### src/rtl/read_master_pkg.sv
// Shared defaults for the read master and its FIFO.
// Holds the default bus geometry so the top and any wrapper agree on one set of numbers.
package read_master_pkg;

  localparam int unsigned DefDataWidth     = 32;
  localparam int unsigned DefByteEnWidth   = DefDataWidth / 8;
  localparam int unsigned DefAddrWidth     = 32;
  localparam int unsigned DefFifoDepth     = 32;
  localparam int unsigned DefFifoDepthLog2 = 5;

endpackage

### src/rtl/read_master_fifo.sv
// Show-ahead synchronous FIFO buffering returned read data.
// Ports:
//   clk, reset_n  - clock and asynchronous active-low reset
//   push_i/data_i - write a word (ignored when full)
//   pop_i         - drop the head word (ignored when empty)
//   q_o           - head word, valid whenever empty_o is low
//   empty_o       - no words stored
//   used_o        - number of stored words, 0..Depth
module read_master_fifo #(
  parameter int unsigned Width     = 32,
  parameter int unsigned Depth     = 32,
  parameter int unsigned DepthLog2 = 5
) (
  input  logic                 clk,
  input  logic                 reset_n,
  input  logic                 push_i,
  input  logic [Width-1:0]     data_i,
  input  logic                 pop_i,
  output logic [Width-1:0]     q_o,
  output logic                 empty_o,
  output logic [DepthLog2:0]   used_o
);

  localparam logic [DepthLog2:0] Full = (DepthLog2 + 1)'(Depth);

  logic [Width-1:0]     mem_q [Depth];
  logic [DepthLog2-1:0] wr_ptr_q, wr_ptr_d;
  logic [DepthLog2-1:0] rd_ptr_q, rd_ptr_d;
  logic [DepthLog2:0]   used_q, used_d;
  logic                 do_push, do_pop;

  assign do_push = push_i & (used_q != Full);
  assign do_pop  = pop_i & (used_q != '0);

  always_comb begin
    wr_ptr_d = wr_ptr_q;
    rd_ptr_d = rd_ptr_q;
    used_d   = used_q;
    if (do_push) wr_ptr_d = wr_ptr_q + 1'b1;
    if (do_pop)  rd_ptr_d = rd_ptr_q + 1'b1;
    if (do_push && !do_pop)      used_d = used_q + 1'b1;
    else if (!do_push && do_pop) used_d = used_q - 1'b1;
  end

  always_ff @(posedge clk or negedge reset_n) begin
    if (!reset_n) begin
      wr_ptr_q <= '0;
      rd_ptr_q <= '0;
      used_q   <= '0;
    end else begin
      wr_ptr_q <= wr_ptr_d;
      rd_ptr_q <= rd_ptr_d;
      used_q   <= used_d;
    end
  end

  // Storage needs no reset: contents are only visible through used_q.
  always_ff @(posedge clk) begin
    if (do_push) mem_q[wr_ptr_q] <= data_i;
  end

  assign q_o     = mem_q[rd_ptr_q];
  assign empty_o = (used_q == '0);
  assign used_o  = used_q;

endmodule

### src/rtl/read_master.sv
// Avalon-MM pipelined read master feeding a show-ahead FIFO.
// Ports:
//   clk, reset_n               - clock and asynchronous active-low reset
//   control_*                  - base/length/fixed setup, go pulse, done status
//   user_read_buffer           - pop request for the head FIFO word
//   user_buffer_data           - head FIFO word
//   user_data_available        - FIFO not empty
//   master_*                   - Avalon-MM read master interface
// Reads are only posted while outstanding reads plus stored words leave room in the
// FIFO, so returning data can never overflow it.
module read_master
  import read_master_pkg::*;
#(
  parameter int unsigned DATAWIDTH       = DefDataWidth,
  parameter int unsigned BYTEENABLEWIDTH = DefByteEnWidth,
  parameter int unsigned ADDRESSWIDTH    = DefAddrWidth,
  parameter int unsigned FIFODEPTH       = DefFifoDepth,
  parameter int unsigned FIFODEPTH_LOG2  = DefFifoDepthLog2
) (
  input  logic                       clk,
  input  logic                       reset_n,
  input  logic                       control_fixed_location,
  input  logic [ADDRESSWIDTH-1:0]    control_read_base,
  input  logic [ADDRESSWIDTH-1:0]    control_read_length,
  input  logic                       control_go,
  output logic                       control_done,
  input  logic                       user_read_buffer,
  output logic [DATAWIDTH-1:0]       user_buffer_data,
  output logic                       user_data_available,
  output logic [ADDRESSWIDTH-1:0]    master_address,
  output logic                       master_read,
  output logic [BYTEENABLEWIDTH-1:0] master_byteenable,
  input  logic [DATAWIDTH-1:0]       master_readdata,
  input  logic                       master_waitrequest,
  input  logic                       master_readdatavalid
);

  localparam int unsigned CntW = FIFODEPTH_LOG2 + 1;
  localparam logic [BYTEENABLEWIDTH-1:0] ByteEnAll = '1;
  localparam logic [ADDRESSWIDTH-1:0]    WordBytes = ADDRESSWIDTH'(BYTEENABLEWIDTH);
  localparam logic [CntW:0]              DepthCnt  = (CntW + 1)'(FIFODEPTH);

  logic [ADDRESSWIDTH-1:0] address_q, address_d;
  logic [ADDRESSWIDTH-1:0] length_q, length_d;
  logic [CntW-1:0]         pending_q, pending_d;
  logic                    fixed_q, fixed_d;

  logic [CntW-1:0] fifo_used;
  logic            fifo_empty;
  logic [CntW:0]   reserved;
  logic            go_accept, read_accept, rdv_accept;

  // Words already committed to the FIFO: stored plus still in flight.
  assign reserved    = {1'b0, pending_q} + {1'b0, fifo_used};
  assign master_read = (length_q != '0) && (reserved < DepthCnt);
  assign read_accept = master_read & ~master_waitrequest;
  // Data with nothing outstanding belongs to reads issued before a reset; drop it.
  assign rdv_accept  = master_readdatavalid & (pending_q != '0);

  assign control_done = (length_q == '0) && (pending_q == '0);
  assign go_accept    = control_go & control_done;

  always_comb begin
    address_d = address_q;
    length_d  = length_q;
    fixed_d   = fixed_q;
    pending_d = pending_q;
    if (go_accept) begin
      address_d = control_read_base;
      length_d  = control_read_length;
      fixed_d   = control_fixed_location;
    end else if (read_accept) begin
      if (!fixed_q) address_d = address_q + WordBytes;
      // Saturate so a partial final word still costs one full read.
      length_d = (length_q > WordBytes) ? (length_q - WordBytes) : '0;
    end
    if (read_accept && !rdv_accept)      pending_d = pending_q + 1'b1;
    else if (!read_accept && rdv_accept) pending_d = pending_q - 1'b1;
  end

  always_ff @(posedge clk or negedge reset_n) begin
    if (!reset_n) begin
      address_q <= '0;
      length_q  <= '0;
      pending_q <= '0;
      fixed_q   <= 1'b0;
    end else begin
      address_q <= address_d;
      length_q  <= length_d;
      pending_q <= pending_d;
      fixed_q   <= fixed_d;
    end
  end

  read_master_fifo #(
    .Width     (DATAWIDTH),
    .Depth     (FIFODEPTH),
    .DepthLog2 (FIFODEPTH_LOG2)
  ) u_fifo (
    .clk     (clk),
    .reset_n (reset_n),
    .push_i  (rdv_accept),
    .data_i  (master_readdata),
    .pop_i   (user_read_buffer),
    .q_o     (user_buffer_data),
    .empty_o (fifo_empty),
    .used_o  (fifo_used)
  );

  assign user_data_available = ~fifo_empty;
  assign master_address      = address_q;
  assign master_byteenable   = ByteEnAll;

endmodule

### config.mk
export PLATFORM = sky130hd
export DESIGN_NAME = read_master
export DESIGN_NICKNAME = d
export VERILOG_FILES = /design/src/rtl/read_master_pkg.sv /design/src/rtl/read_master_fifo.sv /design/src/rtl/read_master.sv
export SDC_FILE = /design/constraint.sdc
export NUM_CORES = 1
export LEC_CHECK = 0
export BUFFER_PORTS_ARGS = -buffer_cell sky130_fd_sc_hd__buf_2
export CORE_UTILIZATION = 50
export DETAILED_ROUTE_END_ITERATION = 6
export HOLD_SLACK_MARGIN = 0.12
export MAX_ROUTING_LAYER = met4
export PLACE_DENSITY = 0.67
export SYNTH_ARGS = -nofsm -noshare
export SYNTH_HDL_FRONTEND = slang
export SYNTH_SLANG_ARGS = --single-unit
### constraint.sdc
create_clock -name clk -period 4.5 [get_ports clk]
set_input_delay 0.225 -clock clk [delete_from_list [all_inputs] [get_ports clk]]
set_output_delay 0.225 -clock clk [all_outputs]
set_load 0.005 [all_outputs]
Yosys cells after proc, flatten, opt, wreduce, memory -nomap -nowiden
Memory sizes are Yosys's and may differ from the RTL's. Cells that the tools add are included. W data, S select, Z words.

Bits in registers: 87. Latch bits: 0. Bits in writable memories: 1024. ROM bits: 0. Input bits: 103. Word-level logic and storage cells: 60. Memories: 1.

Memories: u_fifo.mem_q (words 32, width 32, read ports 1, clocked after memory_dff 0, write ports 1, line read_master_fifo.sv:26) `logic [Width-1:0] mem_q [Depth];`.

Add/subtract/negate cells: 9. Multiply operators: 0. Div/mod/pow operators: 0. Magnitude comparators: 2. Equality and inequality tests: 2. Shifts and indexed selects: 0. Muxes and demuxes: 12. Bitwise logic cells: 7. Reductions and logical operators: 20.

Operators with widths (count): $mux W32 (6); $add A32 B3 Y32 const B (1); $gt A32 B3 Y1 const B (1); $logic_not A32 Y1 (1); $reduce_bool A32 Y1 (1); $sub A32 B3 Y32 const B (1); $mux W6 (4); $add A6 B1 Y6 const B (2); $logic_not A6 Y1 (2); $reduce_bool A6 Y1 (2); $sub A6 B1 Y6 const B (2); $add A5 B1 Y5 const B (2); $add A6 B6 Y7 (1); $lt A7 B6 Y1 const B (1); $logic_and A1 B1 Y1 (6); $ne A6 B6 Y1 const B (1); $reduce_bool A2 Y1 (3); $and A1 B1 Y1 (5); $logic_not A1 Y1 (4); $mux W1 (2); $ne A2 B1 Y1 const B (1); $not A1 Y1 (2); $reduce_and A2 Y1 (1).

Depth between registers and ports, before layout
Gate-level depths: netlist (run 1).

Depth after elaboration: 8. Depth in mapped cells: 15. Depth with buffers taken out: 15.

By module
From an unflattened synthesis (run 1), not the netlist that was laid out.

Cell total of the unflattened synthesis: 2328. Area, all modules: 44263.7 sq um.

By module, submodules not included: read_master_fifo (times used 1, cells an instance 1804, area an instance 39693.1 sq um, sequential area each 31149.9 sq um); read_master (times used 1, cells an instance 524, area an instance 4570.6 sq um, sequential area each 1776.7 sq um).

Least setup slack after synthesis (run 1)
Ideal clock, no wire load.

Path type: register to register. From: reg length_q[20]. To: reg pending_q[5]. Library setup time: 0.125 ns. Arrival: 3.323 ns. Required time: 4.375 ns. Slack: 1.052 ns. Cell stages (with the launch flop): 16. Path through: dfrtp_1 > or3_4 > or3_1 > buf_2 > nor4_2 > nor2_1 > ha_1 > inv_1 > ha_1 > a21o_1 > a21oi_1 > o21bai_1 > a21oi_1 > xnor2_1 > nor2_1 > xor2_1.

Word-level cells in the longest chain between the ends: 6. Elaborated cells on any way between the ends: 8. Classes of those cells: mux: 1; bitwise: 1; reduce/logical: 6.

Ends and longest elaborated chain: start, declared (line read_master.sv:44) `logic [ADDRESSWIDTH-1:0] length_q, length_d;`; start signal, assigned (line read_master.sv:89) `length_q <= length_d;`; $reduce_bool A32 Y1 * (line read_master.sv:55) `assign master_read = (length_q != '0) && (reserved < DepthCnt);`; $logic_and A1 B1 Y1 * (line read_master.sv:55); $and A1 B1 Y1 * (line read_master.sv:56) `assign read_accept = master_read & ~master_waitrequest;`; $logic_not A1 Y1 (line read_master.sv:78) `else if (!read_accept && rdv_accept) pending_d = pending_q - 1'b1;`; $logic_and A1 B1 Y1 (line read_master.sv:78); $reduce_bool A2 Y1 (no line); end signal, assigned (line read_master.sv:90) `pending_q <= pending_d;`; end, declared (line read_master.sv:45) `logic [CntW-1:0] pending_q, pending_d;`.

Mark *: on every way between the ends. The rest lies on a longest branch, timed or not. A chain may end at the register's enable or synchronous reset.

Worst setup path in the final report (run 1)
From: reg length_q[8]. To: reg pending_q[5].

The elaborated chain is that of the path after synthesis.

==> results.toml, run 1 <==
[status]
status = "complete, no violations"

[global_route]
gr-total-overflow = 0
use_met3 = 0.0368
antenna_found_initial = 6
first_global_vias = 23139
grt_pass1_wl_mm = 151
grt_max_degree = 61
track_usage = 0.239
grt_use_met2 = 0.378
busiest_layer = "met2"
met1_usage = 0.327

[power]
cellLeakagePower_uw = 0.0167
clkPwrFrac = 0.283
p_comb_frac = 0.299
swShare = 0.299
worst_ir_drop_vdd_mv = 0.363
seqPwrFrac = 0.419
power_switching_uw = 9210
power_density_nw_per_um2 = 598
power.total_uw = 30700
p_int_uw = 21500

[synth]
syn_area_per_cell_um2 = 21.2
synthFlopType = "edfxtp_1"
async_flop_share = 0.0783
postSynthCellCount = 2075
ys_ff_latch = 1111
synth-seq-area-share = 0.749
synth_warnings = 0
synth_edf_count = 1024
ys_types = 58
netlist_area_um2 = 44000

[floorplan]
num_io_pins = 174
die_y_um = 299
die-area_um2 = 89200
row_count = 108
dieWidth_um = 299
coreArea_um2 = 86900
start_util = 0.506

[placed_design]
hpwl_mm = 59.3
gp_congestion = 0.828
portBuffers = 169
dp.cells = 3369

[min_path]
hold_class = "in -> async"

[timing]
maxSlewViolCount = 0
slew_headroom = 0.280
max_freq_ghz = 0.253
fin_crit_sh = 0.878
finalHoldViolCount = 0
rsz0062_at_grt = "false"
finClkSkew_ns = 0.0305
setup_tns_ns = 0
finalSetupViolations = 0
fin_crit_ns = 3.95
tightest_slew_ns = 1.08

[critical_path]
cp-end-kind = "register"
required_ns = 5.06
worst_ep_arrival_time_ns = 4.52
path_cells = "nor4_1, nand4_1, nor4_2, buf_4, nor2_1, ha_1, inv_1, ha_1, a21o_1, a21oi_1, o21bai_1, a21oi_1, xnor2_1, nor2_1, xor2_1"
slowest_stage = "nor4_1"
r2r_cells = 15
r2r_end = "pending_q[5]$_DFFE_PN0P_"
crit_fanout = 6
worstSetupStartpoint = "length_q[8]$_DFFE_PN0P_"
rr_startpoint = "length_q[8]$_DFFE_PN0P_"
r2r_slack_ns = 0.55
crit_family = "simple AND/OR/NAND/NOR gates"
critPathMaxStageDelay_ns = 0.65
startpoint_type = "register"
path_buf_inv = 2
path_class = "reg -> reg"

[routing]
wl_mm = 101
first_pass_iters = 7
drcViolationCount = 0
dr.first_iter.drc_count = 2392
num_vias = 22103
wire_per_inst_um = 27.6
viasPerCell = 6.01
antenna_left = 0

[job]
drv_cap = 0

[clock_tree]
clockRootBuffer = "clkbuf_16"
postCtsSetupRepairBufs = 0
cts_tree = "built"
cts.htree.levels = 3
cts_buffer_depth = 3
cts_made_buffers = 110
clkLatencyLatePin_ns = 0.68
path_clk_slew_ns = 0.06
cts.sinks = 1111

[cells_and_area]
final-seq-area_um2 = 32900
final_cell_count_no_fill = 3676
fillers = 6073
multi_input_area_um2 = 10800
finalNetCount = 2561
area_growth_pct = 16.8
drive_above_1_share = 0.319
==> area by class of cell <==
cell class / count / area share
antenna: 3 / 0.000146
multi-input combinational: 846 / 0.211
clock inverter: 63 / 0.0104
clock buffer: 135 / 0.0556
timing repair buffer: 351 / 0.0534
inverter: 12 / 0.000876
tap: 1155 / 0.0281
sequential: 1111 / 0.641
==> cell usage after synthesis, types with 13 or more instances <==
library cell | n | share of area
xor2_1 | 30 | 0.0060
xnor2_1 | 27 | 0.0054
nand4_1 | 14 | 0.0020
ha_1 | 24 | 0.0068
o21ai_0 | 61 | 0.0069
dfrtp_1 | 87 | 0.049
nor3_1 | 19 | 0.0022
a21oi_1 | 22 | 0.0025
nand3_1 | 13 | 0.0015
buf_1 | 29 | 0.0025
nor2_1 | 68 | 0.0058
nand2_1 | 99 | 0.0084
clkbuf_1 | 60 | 0.0051
edfxtp_1 | 1024 | 0.70
mux4_2 | 320 | 0.16
mux2_2 | 36 | 0.0092
==> per-layer routing <==
layer	wire length [um]	vias to the layer above
li1	-	9318
met1	41700	11769
met2	50400	868
met3	6810	148
met4	2360	0
met5	0	-
==> through the flow <==
step           instance area [um^2]  hold slack [ns]  setup slack [ns]  utilization
3_5_place_dp                  46900            0.302             0.587        0.540
5_1_grt                       51400            0.165             0.279        0.592
6_report                      51400            0.115             0.547        0.592
2_1_floorplan                 44000          -0.0706              1.05            -
4_1_cts                       51400            0.120             0.581        0.591
3_3_place_gp                  46900            0.285             0.670        0.540
==> power by group through the flow <==
stage          registers, uW  logic, uW  clock network [uW]
2_1_floorplan          12600       6430                   0
3_3_place_gp           13000       9090                   0
3_5_place_dp           13100       9190                   0
4_1_cts                12900       9350                8810
5_1_grt                12900       9860                9200
6_report               12900       9190                8680
==> how the worst max path moves through the flow <==
stage | end | slack, ns | cells after the start
3_5_place_dp | pending_q[5]$_DFFE_PN0P_ | 0.59 | 15
6_report | pending_q[5]$_DFFE_PN0P_ | 0.55 | 15
3_3_place_gp | pending_q[5]$_DFFE_PN0P_ | 0.67 | 15
2_1_floorplan | pending_q[5]$_DFFE_PN0P_ | 1.05 | 15
5_1_grt | pending_q[5]$_DFFE_PN0P_ | 0.28 | 15
4_1_cts | pending_q[5]$_DFFE_PN0P_ | 0.58 | 15
==> cell families (layout without fill, tap and decap cells) <==
logic type                 count (synthesis)  in the layout  synth area share
buffers and inverters                    121            561            0.0117
AOI/OAI and AO/OA                        120            120            0.0161
adders and majority gates                 26             26           0.00774
DFF                                     1111           1111             0.749
muxes                                    357            357             0.173
and+or+nand+nor                          282            282            0.0312
other                                      1              7         0.0000853
xor gates and xnor gates                  57             57            0.0113
==> layout by cell type (no fill, tap or decap), types with 27 or more instances in the layout <==
cell type	synthesis	routed
mux2_2	36	36
nor2_4	0	33
nand2_1	99	99
dfrtp_1	87	82
buf_2	11	168
dlygate4sd3_1	0	106
clkinv_1	0	28
clkbuf_16	0	110
xor2_1	30	30
xnor2_1	27	27
mux4_2	320	320
o21ai_0	61	61
nor2_1	68	35
buf_4	6	56
edfxtp_1	1024	1024
==> registers in the layout, indices dropped and copies added, names as in the netlist <==
name,flops
master_address,32
u_fifo.used_o,6
u_fifo.mem_q,1024
u_fifo.wr_ptr_q,5
u_fifo.rd_ptr_q,5
pending_q,6
fixed_q,1
length_q,32
==> what timing repair did <==
item	CTS	global route
hold endpoints to repair	1120	0
gates resized for setup	0	0
hold buffers	106	0
Note: power is estimated with default switching activity, not from simulation.
==> run 2: changes to the inputs <==
--- a/config.mk
+++ b/config.mk
@@ -13,4 +13,5 @@
 export PLACE_DENSITY = 0.67
 export SYNTH_ARGS = -nofsm -noshare
 export SYNTH_HDL_FRONTEND = slang
+export SYNTH_HIERARCHICAL = 1
 export SYNTH_SLANG_ARGS = --single-unit
==> results.toml, run 2 <==
[status]
status = "complete, no violations"

[global_route]
antenna_found_initial = 2
gr-total-overflow = 0
grt_pass1_wl_mm = 158
track_usage = 0.245
first_global_vias = 24361
grt_max_degree = 99

[routing]
viasPerCell = 6.18
num_vias = 24149
drcViolationCount = 0
dr.first_iter.drc_count = 2130
wl_mm = 105
wire_per_inst_um = 27.0
first_pass_iters = 6
antenna_left = 0

[timing]
tightest_slew_ns = 1.15
finalSetupViolations = 0
finClkSkew_ns = 0.0212
finalHoldViolCount = 0
setup_tns_ns = 0
fin_crit_sh = 0.872
timing.final.ws_setup_ns = 0.574
max_freq_ghz = 0.255
fin_crit_ns = 3.93
maxSlewViolCount = 0
slew_headroom = 0.227
rsz0062_at_grt = "false"

[power]
power_switching_uw = 9760
seqPwrFrac = 0.414
p_int_uw = 21000
worst_ir_drop_vdd_mv = 0.373
power_density_nw_per_um2 = 598
cellLeakagePower_uw = 0.0172
clkPwrFrac = 0.283
swShare = 0.317
p_comb_frac = 0.303

[critical_path]
crit_fanout = 9
cp-end-kind = "register"
path_class = "reg -> reg"
worst_ep_arrival_time_ns = 4.48
required_ns = 5.06
startpoint_type = "register"

[clock_tree]
path_clk_slew_ns = 0.06
cts_made_buffers = 108
cts.sinks = 1111
cts_tree = "built"
clkLatencyLatePin_ns = 0.68
postCtsSetupRepairBufs = 0
cts.htree.levels = 3
cts_buffer_depth = 3
clockRootBuffer = "clkbuf_16"

[synth]
synth-seq-area-share = 0.744
ys_types = 76
netlist_area_um2 = 44300
synth_warnings = 6
syn_area_per_cell_um2 = 19.0
synth.most_common_cell = "edfxtp_1"
async_flop_share = 0.0783
synth_top_cell_by_area = "edfxtp_1"
postSynthCellCount = 2328
synth_top_area_frac = 0.695
synthFlopType = "edfxtp_1"
synth_area_leaders = "edfxtp_1 (69%), mux4_2 (9.9%), dfrtp_1 (4.9%), mux2i_1 (2.9%), a211oi_1 (1.1%)"
synthTopCellsByCount = "edfxtp_1 (1,024), mux4_2 (194), mux2i_1 (127)"
ys_ff_latch = 1111
synth_edf_count = 1024

[cells_and_area]
multi_input_area_um2 = 10800
top_register = "u_fifo/mem_q"
largest_register_ffs = 1024
fillers = 6263
finalNetCount = 2786
final-seq-area_um2 = 32900
most-common-layout-cells = "edfxtp_1 (1,024), mux4_2 (194), buf_2 (168), mux2i_1 (127), clkbuf_16 (111)"
drive_above_1_share = 0.237
area_growth_pct = 16.3
layout_commonest_cell = "edfxtp_1"

[floorplan]
die-area_um2 = 89700
num_io_pins = 174
start_util = 0.508
die_y_um = 300
row_count = 108
coreArea_um2 = 87200
dieWidth_um = 300

[placed_design]
hpwl_mm = 62.4
portBuffers = 169
gp_congestion = 0.881
dp_slack_ns = 0.610

[job]
drv_cap = 0

[min_path]
hold_class = "in -> async"
run 2: layer usage:
metal / vias to the layer above / wire [um] / track usage
met4: 0 / 1850 / 0.0581
li1: 10292 / - / -
met2: 929 / 51800 / 0.385
met3: 130 / 7050 / 0.0366
met1: 12798 / 44800 / 0.341
met5: - / 0 / -
run 2: worst paths after layout:
check                      slack [ns]                             to  cells after the start                          start
max in group asynchronous        3.39       length_q[22]$_DFFE_PN0P_                      3                        reset_n
min reg2reg                      0.47  master_address[0]$_DFFE_PN0P_                      2  master_address[0]$_DFFE_PN0P_
min in group clk                 0.26  master_address[5]$_DFFE_PN0P_                      6             master_waitrequest
max reg2reg                      0.57       pending_q[5]$_DFFE_PN0P_                     14        length_q[6]$_DFFE_PN0P_
min                              0.20       length_q[10]$_DFFE_PN0P_                      2                        reset_n
max                              0.57       pending_q[5]$_DFFE_PN0P_                     14        length_q[6]$_DFFE_PN0P_
run 2: cell type report:
class                   instances  share of cell area
flip-flops and latches       1111               0.640
multi-input cells            1063               0.210
well taps                    1155              0.0281
clock inverters                58             0.00960
diodes                          6            0.000292
inverters                      20             0.00146
repair buffers                353              0.0547
clock buffers                 141              0.0561
run 2: cell families (layout without fill, tap and decap cells):
| group | after synthesis | after routing | synth area share |
|---|---|---|---|
| fa+ha+maj | 26 | 26 | 0.00769 |
| flops | 1111 | 1111 | 0.744 |
| buf+inv | 157 | 572 | 0.0185 |
| compound gates | 353 | 353 | 0.0564 |
| simple gates | 309 | 309 | 0.0358 |
| mux | 325 | 325 | 0.128 |
| xor+xnor | 46 | 46 | 0.00910 |
| other cells | 1 | 10 | 0.0000847 |
run 2: worst max-delay path, stage by stage, from the launching register on:
cell and delay (ns):
dfrtp_1 0.42, or3_4 0.41, or4_1 0.58, or4_4 0.64, nand2_2 0.12, inv_2 0.10, ha_1 0.26, inv_1 0.18
ha_1 0.26, a21o_1 0.16, a21oi_1 0.21, nor2_1 0.10, nand4_1 0.11, o211ai_1 0.11, xor2_1 0.15
run 2: power by group through the flow:
stage	registers [uW]	logic (uW)	clock network [uW]
6_report	12800	9320	8710
5_1_grt	12800	9950	9250
4_1_cts	12800	9390	8870
3_5_place_dp	13000	9270	0
3_3_place_gp	12900	9160	0
2_1_floorplan	12600	6210	0
run 2: per-stage QoR:
step	cells	hold WS, ns	util	power [uW]	area (um^2)
CTS	3901	0.198	0.590	31000	51500
detailed placement	3602	0.398	0.540	22200	47100
floorplan	2331	-0.0706	-	18800	44300
global placement	3602	0.388	0.540	22100	47100
global route	3902	0.269	0.591	32000	51500
finish	3907	0.203	0.591	30800	51500
run 2: what timing repair did:
| item | in CTS | in global routing |
|---|---|---|
| gates resized for setup | 0 | 0 |
| hold buffers | 100 | 0 |
| hold endpoints to repair | 1151 | 0 |
